<file path="config.mk">
export PLATFORM = sky130hd
export DESIGN_NAME = multfa_bist
export DESIGN_NICKNAME = d
export VERILOG_FILES = /design/src/rtl/multfa_pkg.sv /design/src/rtl/multfa_misr.sv /design/src/rtl/multfa_bist.sv
export SDC_FILE = /design/constraint.sdc
export NUM_CORES = 1
export LEC_CHECK = 0
export ABC_CLOCK_PERIOD_IN_PS = 7400
export BUFFER_PORTS_ARGS = -buffer_cell sky130_fd_sc_hd__clkbuf_2
export CAP_MARGIN = 20
export CORE_MARGIN = 3
export CORE_UTILIZATION = 40
export DETAILED_ROUTE_END_ITERATION = 10
export SYNTH_ARGS = -nofsm -noshare
export SYNTH_HDL_FRONTEND = slang
export SYNTH_SLANG_ARGS = --single-unit
export TNS_END_PERCENT = 20
</file>
<file path="constraint.sdc">
create_clock -name clk -period 7.4 [get_ports clk]
set_clock_uncertainty 0.2 [all_clocks]
set_input_delay 1.48 -clock clk [delete_from_list [all_inputs] [get_ports clk]]
set_output_delay 1.48 -clock clk [all_outputs]
set_load 0.005 [all_outputs]
</file>
<file path="src/rtl/multfa_pkg.sv">
// Shared types and constants for the multiplier self-test host: default sizes,
// sequencer states, MISR polynomial/seed and the reference product function.
package multfa_pkg;

    localparam int OP_W_DEF  = 4;
    localparam int LAT_DEF   = 0;
    localparam int ERR_W_DEF = 8;

    typedef enum logic [1:0] {
        IDLE = 2'd0,
        RUN  = 2'd1,
        DONE = 2'd2
    } state_e;

    // x^16 + x^14 + x^13 + x^11 + 1, right-shifting Galois form
    localparam logic [15:0] MISR_POLY = 16'hB400;
    localparam logic [15:0] MISR_SEED = 16'hFFFF;

    // Operands up to 16 bits; the 32-bit result cannot overflow.
    function automatic logic [31:0] golden_mult(input logic [15:0] a, input logic [15:0] b);
        return {16'h0000, a} * {16'h0000, b};
    endfunction

endpackage

</file>
<file path="src/rtl/multfa_misr.sv">
// 16-bit Galois MISR: load_i reseeds, en_i shifts one step then folds in dat_i.
// Single-cycle update, no backpressure; signature is 0 out of reset.
module multfa_misr
    import multfa_pkg::*;
(
    input  logic        clk,
    input  logic        rst_n,
    input  logic        load_i,
    input  logic        en_i,
    input  logic [15:0] dat_i,
    output logic [15:0] sig_o
);

    logic [15:0] sig_q, sig_d;

    always_comb begin
        sig_d = sig_q;
        if (load_i) begin
            sig_d = MISR_SEED;
        end else if (en_i) begin
            sig_d = ({1'b0, sig_q[15:1]} ^ (sig_q[0] ? MISR_POLY : 16'h0000)) ^ dat_i;
        end
    end

    always_ff @(posedge clk or negedge rst_n) begin
        if (!rst_n) begin
            sig_q <= 16'h0000;
        end else begin
            sig_q <= sig_d;
        end
    end

    assign sig_o = sig_q;

endmodule

</file>
<file path="src/rtl/multfa_bist.sv">
// Exhaustive self-test host for the multiplier: one vector per LAT+1 cycles, full sweep 2^(2*OP_W)*(LAT+1) cycles.
// No backpressure; start is ignored while a sweep runs. MULTFA_BIST_MISR_EN adds the sig_o product signature.
module multfa_bist
    import multfa_pkg::*;
#(
    parameter int OP_W  = OP_W_DEF,
    parameter int LAT   = LAT_DEF,
    parameter int ERR_W = ERR_W_DEF
) (
    input  logic                clk,
    input  logic                rst_n,
    input  logic                start,
    output logic [2*OP_W-1:0]   op_o,
    input  logic [2*OP_W-1:0]   prod_i,
    output logic                busy,
    output logic                done,
    output logic                pass,
    output logic [ERR_W-1:0]    err_cnt,
    output logic [2*OP_W-1:0]   fail_idx,
    output logic                fail_seen
`ifdef MULTFA_BIST_MISR_EN
    ,
    output logic [15:0]         sig_o
`endif
);

    localparam int                IDX_W    = 2 * OP_W;
    localparam int                WAIT_W   = (LAT > 0) ? $clog2(LAT + 1) : 1;
    localparam logic [WAIT_W-1:0] LAT_V    = WAIT_W'(LAT);
    localparam logic [IDX_W-1:0]  IDX_LAST = '1;
    localparam logic [ERR_W-1:0]  ERR_MAX  = '1;

    state_e             state_q, state_d;
    logic [IDX_W-1:0]   idx_q, idx_d;
    logic [WAIT_W-1:0]  wait_q, wait_d;
    logic [ERR_W-1:0]   err_q, err_d;
    logic [IDX_W-1:0]   fail_idx_q, fail_idx_d;
    logic               fail_seen_q, fail_seen_d;
    logic [IDX_W-1:0]   gold;
    logic               mismatch;

    // The index itself is the operand pair {a, b}, so op_o needs no extra register.
    assign gold     = IDX_W'(golden_mult(16'(idx_q[IDX_W-1:OP_W]), 16'(idx_q[OP_W-1:0])));
    assign mismatch = (prod_i != gold);

    always_comb begin
        state_d     = state_q;
        idx_d       = idx_q;
        wait_d      = wait_q;
        err_d       = err_q;
        fail_idx_d  = fail_idx_q;
        fail_seen_d = fail_seen_q;
        case (state_q)
            IDLE, DONE: begin
                if (start) begin
                    state_d     = RUN;
                    idx_d       = '0;
                    wait_d      = '0;
                    err_d       = '0;
                    fail_idx_d  = '0;
                    fail_seen_d = 1'b0;
                end
            end
            RUN: begin
                if (wait_q == LAT_V) begin
                    wait_d = '0;
                    if (mismatch) begin
                        if (err_q != ERR_MAX) begin
                            err_d = err_q + 1'b1;
                        end
                        if (!fail_seen_q) begin
                            fail_idx_d  = idx_q;
                            fail_seen_d = 1'b1;
                        end
                    end
                    // Last vector parks the index so op_o keeps its final value.
                    if (idx_q == IDX_LAST) begin
                        state_d = DONE;
                    end else begin
                        idx_d = idx_q + 1'b1;
                    end
                end else begin
                    wait_d = wait_q + 1'b1;
                end
            end
            default: state_d = IDLE;
        endcase
    end

    always_ff @(posedge clk or negedge rst_n) begin
        if (!rst_n) begin
            state_q     <= IDLE;
            idx_q       <= '0;
            wait_q      <= '0;
            err_q       <= '0;
            fail_idx_q  <= '0;
            fail_seen_q <= 1'b0;
        end else begin
            state_q     <= state_d;
            idx_q       <= idx_d;
            wait_q      <= wait_d;
            err_q       <= err_d;
            fail_idx_q  <= fail_idx_d;
            fail_seen_q <= fail_seen_d;
        end
    end

    assign op_o      = idx_q;
    assign busy      = (state_q == RUN);
    assign done      = (state_q == DONE);
    assign pass      = done && (err_q == '0);
    assign err_cnt   = err_q;
    assign fail_idx  = fail_idx_q;
    assign fail_seen = fail_seen_q;

`ifdef MULTFA_BIST_MISR_EN
    logic misr_load, misr_en;

    assign misr_load = (state_q != RUN) && start;
    assign misr_en   = (state_q == RUN) && (wait_q == LAT_V);

    multfa_misr u_misr (
        .clk    (clk),
        .rst_n  (rst_n),
        .load_i (misr_load),
        .en_i   (misr_en),
        .dat_i  (16'(prod_i)),
        .sig_o  (sig_o)
    );
`endif

endmodule
</file>
==> results of run 1 <==
==> cell families after synthesis <==
group | share of synthesized area
and+or+nand+nor | 0.220
buffers and inverters | 0.0698
AOI/OAI and AO/OA | 0.110
DFF | 0.349
adders and majority gates | 0.138
xor gates and xnor gates | 0.0665
muxes | 0.0465
==> critical path, delay by kind of cell, from the launching register on <==
family                   cells  cell delay [ns]
AND/OR/NAND/NOR              2             0.47
AO/OA/AOI/OAI                5             1.39
adder cells (fa/ha/maj)      3             1.38
buffers and inverters        1             0.06
flip-flops                   1             0.50
==> sequential cells by signal, indices dropped and copies added, names as in the netlist <==
name       cells
err_cnt        8
op_o           8
fail_idx       8
fail_seen      1
state_q        2
==> metrics by stage <==
stage / cells / power, mW / util / setup WS (ns)
after global placement: 295 / 0.467 / 0.476 / 3.39
after detailed placement: 295 / 0.467 / 0.476 / 3.30
after floorplan: 212 / 0.379 / - / 3.62
final: 299 / 0.547 / 0.487 / 3.32
after CTS: 299 / 0.555 / 0.487 / 3.29
after global routing: 299 / 0.601 / 0.487 / 3.07
==> per-layer routing <==
layer / up-vias / track usage / wire [um]
met3: 2 / 0.0317 / 214
met4: 0 / 0.0291 / 19
met1: 748 / 0.239 / 2140
met2: 41 / 0.240 / 1930
li1: 796 / - / -
met5: - / 0 / 0
==> cells in the mapped netlist (all sizes together) (6+ instances only) <==
cell / count / share of area
nand2: 28 / 0.056
dfrtp: 27 / 0.35
inv: 23 / 0.045
nor2: 16 / 0.031
ha: 15 / 0.097
nand3: 12 / 0.031
mux2i: 9 / 0.047
o21ai: 8 / 0.021
xnor2: 8 / 0.036
a21oi: 6 / 0.016
nand4: 6 / 0.019
==> worst min path at each step <==
stage	endpoint	slack, ns	cells past startpoint
after floorplan	fail_seen$_DFFE_PN0P_	0.29	2
after global placement	fail_idx[1]$_DFFE_PN0P_	0.32	2
after detailed placement	fail_idx[1]$_DFFE_PN0P_	0.32	2
after CTS	fail_idx[1]$_DFFE_PN0P_	0.34	2
after global routing	fail_idx[7]$_DFFE_PN0P_	0.36	2
final	fail_idx[1]$_DFFE_PN0P_	0.33	2
==> cell type report <==
cell class | instances | area [um2] | share of cell area
Clock buffer | 3 | 41.3 | 0.0188
Tap cell | 52 | 65.1 | 0.0297
Inverter | 23 | 86.3 | 0.0394
Multi-Input combinational cell | 155 | 1130 | 0.514
Clock inverter | 1 | 7.51 | 0.00342
Sequential cell | 27 | 676 | 0.308
Timing Repair Buffer | 38 | 190 | 0.0868
==> report_power, final <==
part           internal (mW)  switching [mW]
sequential             0.185          0.0585
combinational          0.103           0.113
clock                 0.0383          0.0485
==> flow_summary_export.csv, run 1 <==
group,metric,value,unit
yosys,synthCells,212,
yosys,async_reset_ff_frac,1.00,
yosys,ys.flop_type,"dfrtp_1",
yosys,synth_area,0.00194,mm2
clock_network,cts_tree,"yes",
clock_network,postCtsSetupBuffers,0,
cells_and_area,final_cell_mix,"clkbuf_2 (38), nand2_1 (27), dfrtp_1 (27)",
critical_path,required,7.39,ns
critical_path,path_max_fanout,11,
critical_path,r2r-end,"err_cnt[0]$_DFFE_PN0P_",
clock_network,cts_root_buffer,"clkbuf_8",
clock_network,cts_sinks,27,
detailed_routing,vias,1587,
critical_path,endpoint,"err_cnt[0]$_DFFE_PN0P_",
cells_and_area,fin_nets,278,
clock_network,cts-buffers-inserted,3,
critical_path,r2r_start,"op_o[5]$_DFFE_PN0P_",
yosys,yosysWarnings,0,
floorplanning,io_pins,39,
floorplanning,die_height,75.6,um
clock_network,cts_hold_buf,0,
floorplanning,core_area,0.00450,mm2
clock_network,h-tree-depth,1,
clock_network,clk_path_buf_depth,2,
timing,setup_violations,0,
clock_network,cts_resized,0,
cells_and_area,final_common_cell,"clkbuf_2",
cells_and_area,finalInstanceArea,0.00219,mm2
yosys,netlist-cell-type-count,41,
timing,max_freq,245,MHz
global_route,antenna_found_initial,0,
global_route,grt_pass1_vias,1473,
yosys,synth-seq-cells,27,
detailed_routing,routed_via_density,5.31,
global_route,gr-total-overflow,0,
detailed_routing,wl,4300,um
yosys,synth-seq-area-share,0.349,
yosys,synth_edf_count,0,
critical_path,crit_path_cell_trace,"nand2_1, fa_1, fa_1, inv_1, ha_1, a211oi_1, o21bai_1, a211oi_1, o211ai_2, and2_1, o311ai_2",
critical_path,worstSetupStartpointType,"register",
timing,maxSlewHeadroom,0.439,
detailed_routing,drt_iter0_markers,107,
timing,setup_tns,0,ns
timing,slew_violations,0,
timing,hold_viol_final,0,
cells_and_area,antenna_cells,0,
timing,fin_crit,4.08,ns
detailed_routing,drcViolationCount,0,
yosys,syn_nets,242,
hold_path,hold_class,"reg -> reg",
critical_path,critPathKind,"reg -> reg",
cells_and_area,drive_gt1_frac,0.198,
timing,rsz0062_at_grt,"false",
timing,tightest_slew,0.839,ns
cells_and_area,area_delta_synth_final,13.2,%
critical_path,cp_slowest_cell,"fa_1",
critical_path,crit_path_start,"op_o[5]$_DFFE_PN0P_",
timing,hold_ws,0.334,ns
critical_path,crit_path_end_kind,"register",
power_and_ir_drop,power_per_cell_area,250,mW/mm2
floorplanning,die_w,75.6,um
power_and_ir_drop,p_leak,1.14,nW
yosys,syn_area_per_cell,9.14,um2
critical_path,arrival,4.07,ns
critical_path,regToRegSetupSlack,3.32,ns
clock_network,clk_pin_slew,0.10,ns
floorplanning,initial_core_util,0.430,
global_route,grtUsageTotal,0.159,
place,dp.final_hpwl,3380,um
status,status,"complete, no violations",
critical_path,reg2reg_depth,11,
cells_and_area,fillCellCount,459,
global_route,grt_pass1_wl,7010,um
hold_path,min_from,"fail_idx[1]$_DFFE_PN0P_",
timing,finalCritPeriodShare,0.551,
place,port-buffer-count,38,
floorplanning,die-area,0.00571,mm2
clock_network,clock_latency,0.28,ns
global_route,grt_max_degree,28,
power_and_ir_drop,ir_drop,0.000135,V
place,finalWeightedCongestion,0.838,
detailed_routing,ant_nets,0,
critical_path,slowest_delay,0.60,ns
detailed_routing,wl_per_cell,14.4,um
detailed_routing,firstDrtPassIters,4,
run,drv_cap,0,
place,placed_area,0.00214,mm2
floorplanning,core.rowCount,24,
Power figures use the tool's default switching activity.
==> run 2, diff against run 1 <==
Settings changed: ABC_CLOCK_PERIOD_IN_PS 7400 to 3970.
Clock period 7.4 ns to 3.97 ns, I/O delays scaled along.
==> flow_summary_export.csv, run 2 (synthesized netlist as in run 1, its figures left out) <==
group,metric,value,unit
status,status,"complete, no violations",
clock_network,clk_path_buf_depth,2,
cells_and_area,final_cells,309,
cells_and_area,drive_gt1_frac,0.233,
cells_and_area,final_cell_mix,"clkbuf_2 (38), nand2_1 (27), dfrtp_1 (27)",
timing,setup_tns,0,ns
cells_and_area,area_delta_synth_final,17.2,%
critical_path,arrival,3.74,ns
critical_path,crit_path_end_kind,"register",
global_route,gr-total-overflow,0,
timing,max_freq,269,MHz
run,drv_cap,0,
global_route,antenna_found_initial,0,
floorplanning,core_area,0.00450,mm2
cells_and_area,multiInputGateArea,0.00113,mm2
power_and_ir_drop,power.total,1.06,mW
timing,finalCritPeriodShare,0.938,
clock_network,cts-buffers-inserted,3,
detailed_routing,vias,1659,
timing,tightest_slew,0.840,ns
detailed_routing,wl_per_cell,14.8,um
global_route,grtUsageTotal,0.168,
floorplanning,die-area,0.00571,mm2
cells_and_area,fillCellCount,434,
global_route,grt_max_degree,28,
clock_network,clock_latency,0.27,ns
cells_and_area,final_common_cell,"clkbuf_2",
power_and_ir_drop,p_leak,1.19,nW
timing,setup_violations,0,
detailed_routing,ant_nets,0,
place,port-buffer-count,38,
cells_and_area,antenna_cells,0,
clock_network,h-tree-depth,1,
place,placed_cells,303,
detailed_routing,drt_iter0_markers,74,
floorplanning,initial_core_util,0.430,
detailed_routing,drcViolationCount,0,
critical_path,slowest_delay,0.61,ns
clock_network,cts_sinks,27,
detailed_routing,firstDrtPassIters,4,
place,dp.final_hpwl,3530,um
floorplanning,die_w,75.6,um
clock_network,cts_tree,"yes",
global_route,grt_pass1_wl,7430,um
critical_path,worstSetupStartpointType,"register",
detailed_routing,routed_via_density,5.37,
power_and_ir_drop,power_per_cell_area,468,mW/mm2
clock_network,cts_root_buffer,"clkbuf_8",
floorplanning,die_height,75.6,um
timing,fin_crit,3.72,ns
critical_path,cp_slowest_cell,"fa_1",
critical_path,required,3.99,ns
critical_path,critPathTopFamily,"adder cells",
critical_path,path_buf_inv,2,
global_route,grt_pass1_vias,1549,
clock_network,clk_pin_slew,0.09,ns
timing,maxSlewHeadroom,0.439,
cells_and_area,final_util,0.504,
timing,slew_violations,0,
critical_path,path_max_fanout,6,
cells_and_area,final-seq-area,676,um2
timing,hold_viol_final,0,
critical_path,crit_top_cell,"fa_1",
detailed_routing,wl,4590,um
critical_path,critPathKind,"reg -> reg",
timing,rsz0062_at_grt,"false",
place,finalWeightedCongestion,0.795,
floorplanning,core.rowCount,24,
floorplanning,io_pins,39,
cells_and_area,fin_nets,288,
critical_path,crit_path_cell_trace,"nand2_1, fa_1, fa_1, inv_1, ha_1, a211oi_2, nor3_1, nor4b_2, o211ai_2, buf_4, a311oi_1, a31o_2",
power_and_ir_drop,ir_drop,0.000272,V
hold_path,hold_class,"reg -> reg",
## run 2: cell types whose count changed in the layout (fill, tap and decap cells not counted), sizes merged
cell      change
buf          +10
clkbuf        +1
clkinvlp      -1
## run 2: repair_timing
item | CTS | global route
endpoints found under the setup margin | 0 | 16
setup buffers | 0 | 2
hold buffers | 0 | 0
gates resized for setup | 0 | 3
## run 2: layout make-up
| cell class | instances | share of cell area |
|---|---|---|
| Timing Repair Buffer | 48 | 0.117 |
| Inverter | 23 | 0.0380 |
| Multi-Input combinational cell | 155 | 0.499 |
| Tap cell | 52 | 0.0287 |
| Clock buffer | 4 | 0.0198 |
| Sequential cell | 27 | 0.298 |
## run 2: where the power goes
| group | switching (mW) | internal [mW] | total (mW) |
|---|---|---|---|
| sequential | 0.0786 | 0.346 | 0.424 |
| clock | 0.0829 | 0.0718 | 0.155 |
| combinational | 0.255 | 0.229 | 0.485 |
## run 2: tightest hold or removal path: stages, from the launching register on
cell and delay [ns]:
dfrtp_1 0.38, nand2_1 0.06, mux2i_1 0.06
## run 2: path summary, 6_finish.rpt
check	start	end	slack [ns]	cells past startpoint
min	fail_idx[2]$_DFFE_PN0P_	fail_idx[2]$_DFFE_PN0P_	0.33	2
min in group asynchronous	rst_n	err_cnt[4]$_DFFE_PN0P_	0.35	1
min reg2reg	fail_idx[2]$_DFFE_PN0P_	fail_idx[2]$_DFFE_PN0P_	0.33	2
max reg2reg	op_o[4]$_DFFE_PN0P_	err_cnt[1]$_DFFE_PN0P_	0.25	12
max	op_o[4]$_DFFE_PN0P_	err_cnt[1]$_DFFE_PN0P_	0.25	12
max in group asynchronous	rst_n	op_o[2]$_DFFE_PN0P_	2.76	1
## run 2: metal layers
| layer | global-route usage | wire length [um] | up-vias |
|---|---|---|---|
| met1 | 0.245 | 2130 | 788 |
| met5 | 0 | 0 | - |
| met2 | 0.264 | 2180 | 45 |
| li1 | - | - | 820 |
| met3 | 0.0317 | 226 | 6 |
| met4 | 0.0272 | 47 | 0 |
## run 2: stage by stage
stage	setup WS (ns)	hold WS (ns)	area [um2]
detailed placement	0.109	0.321	2200
global route	0.00928	0.364	2270
CTS	0.0675	0.335	2250
floorplan	0.189	0.292	1940
finish	0.248	0.331	2270
global placement	0.218	0.316	2200
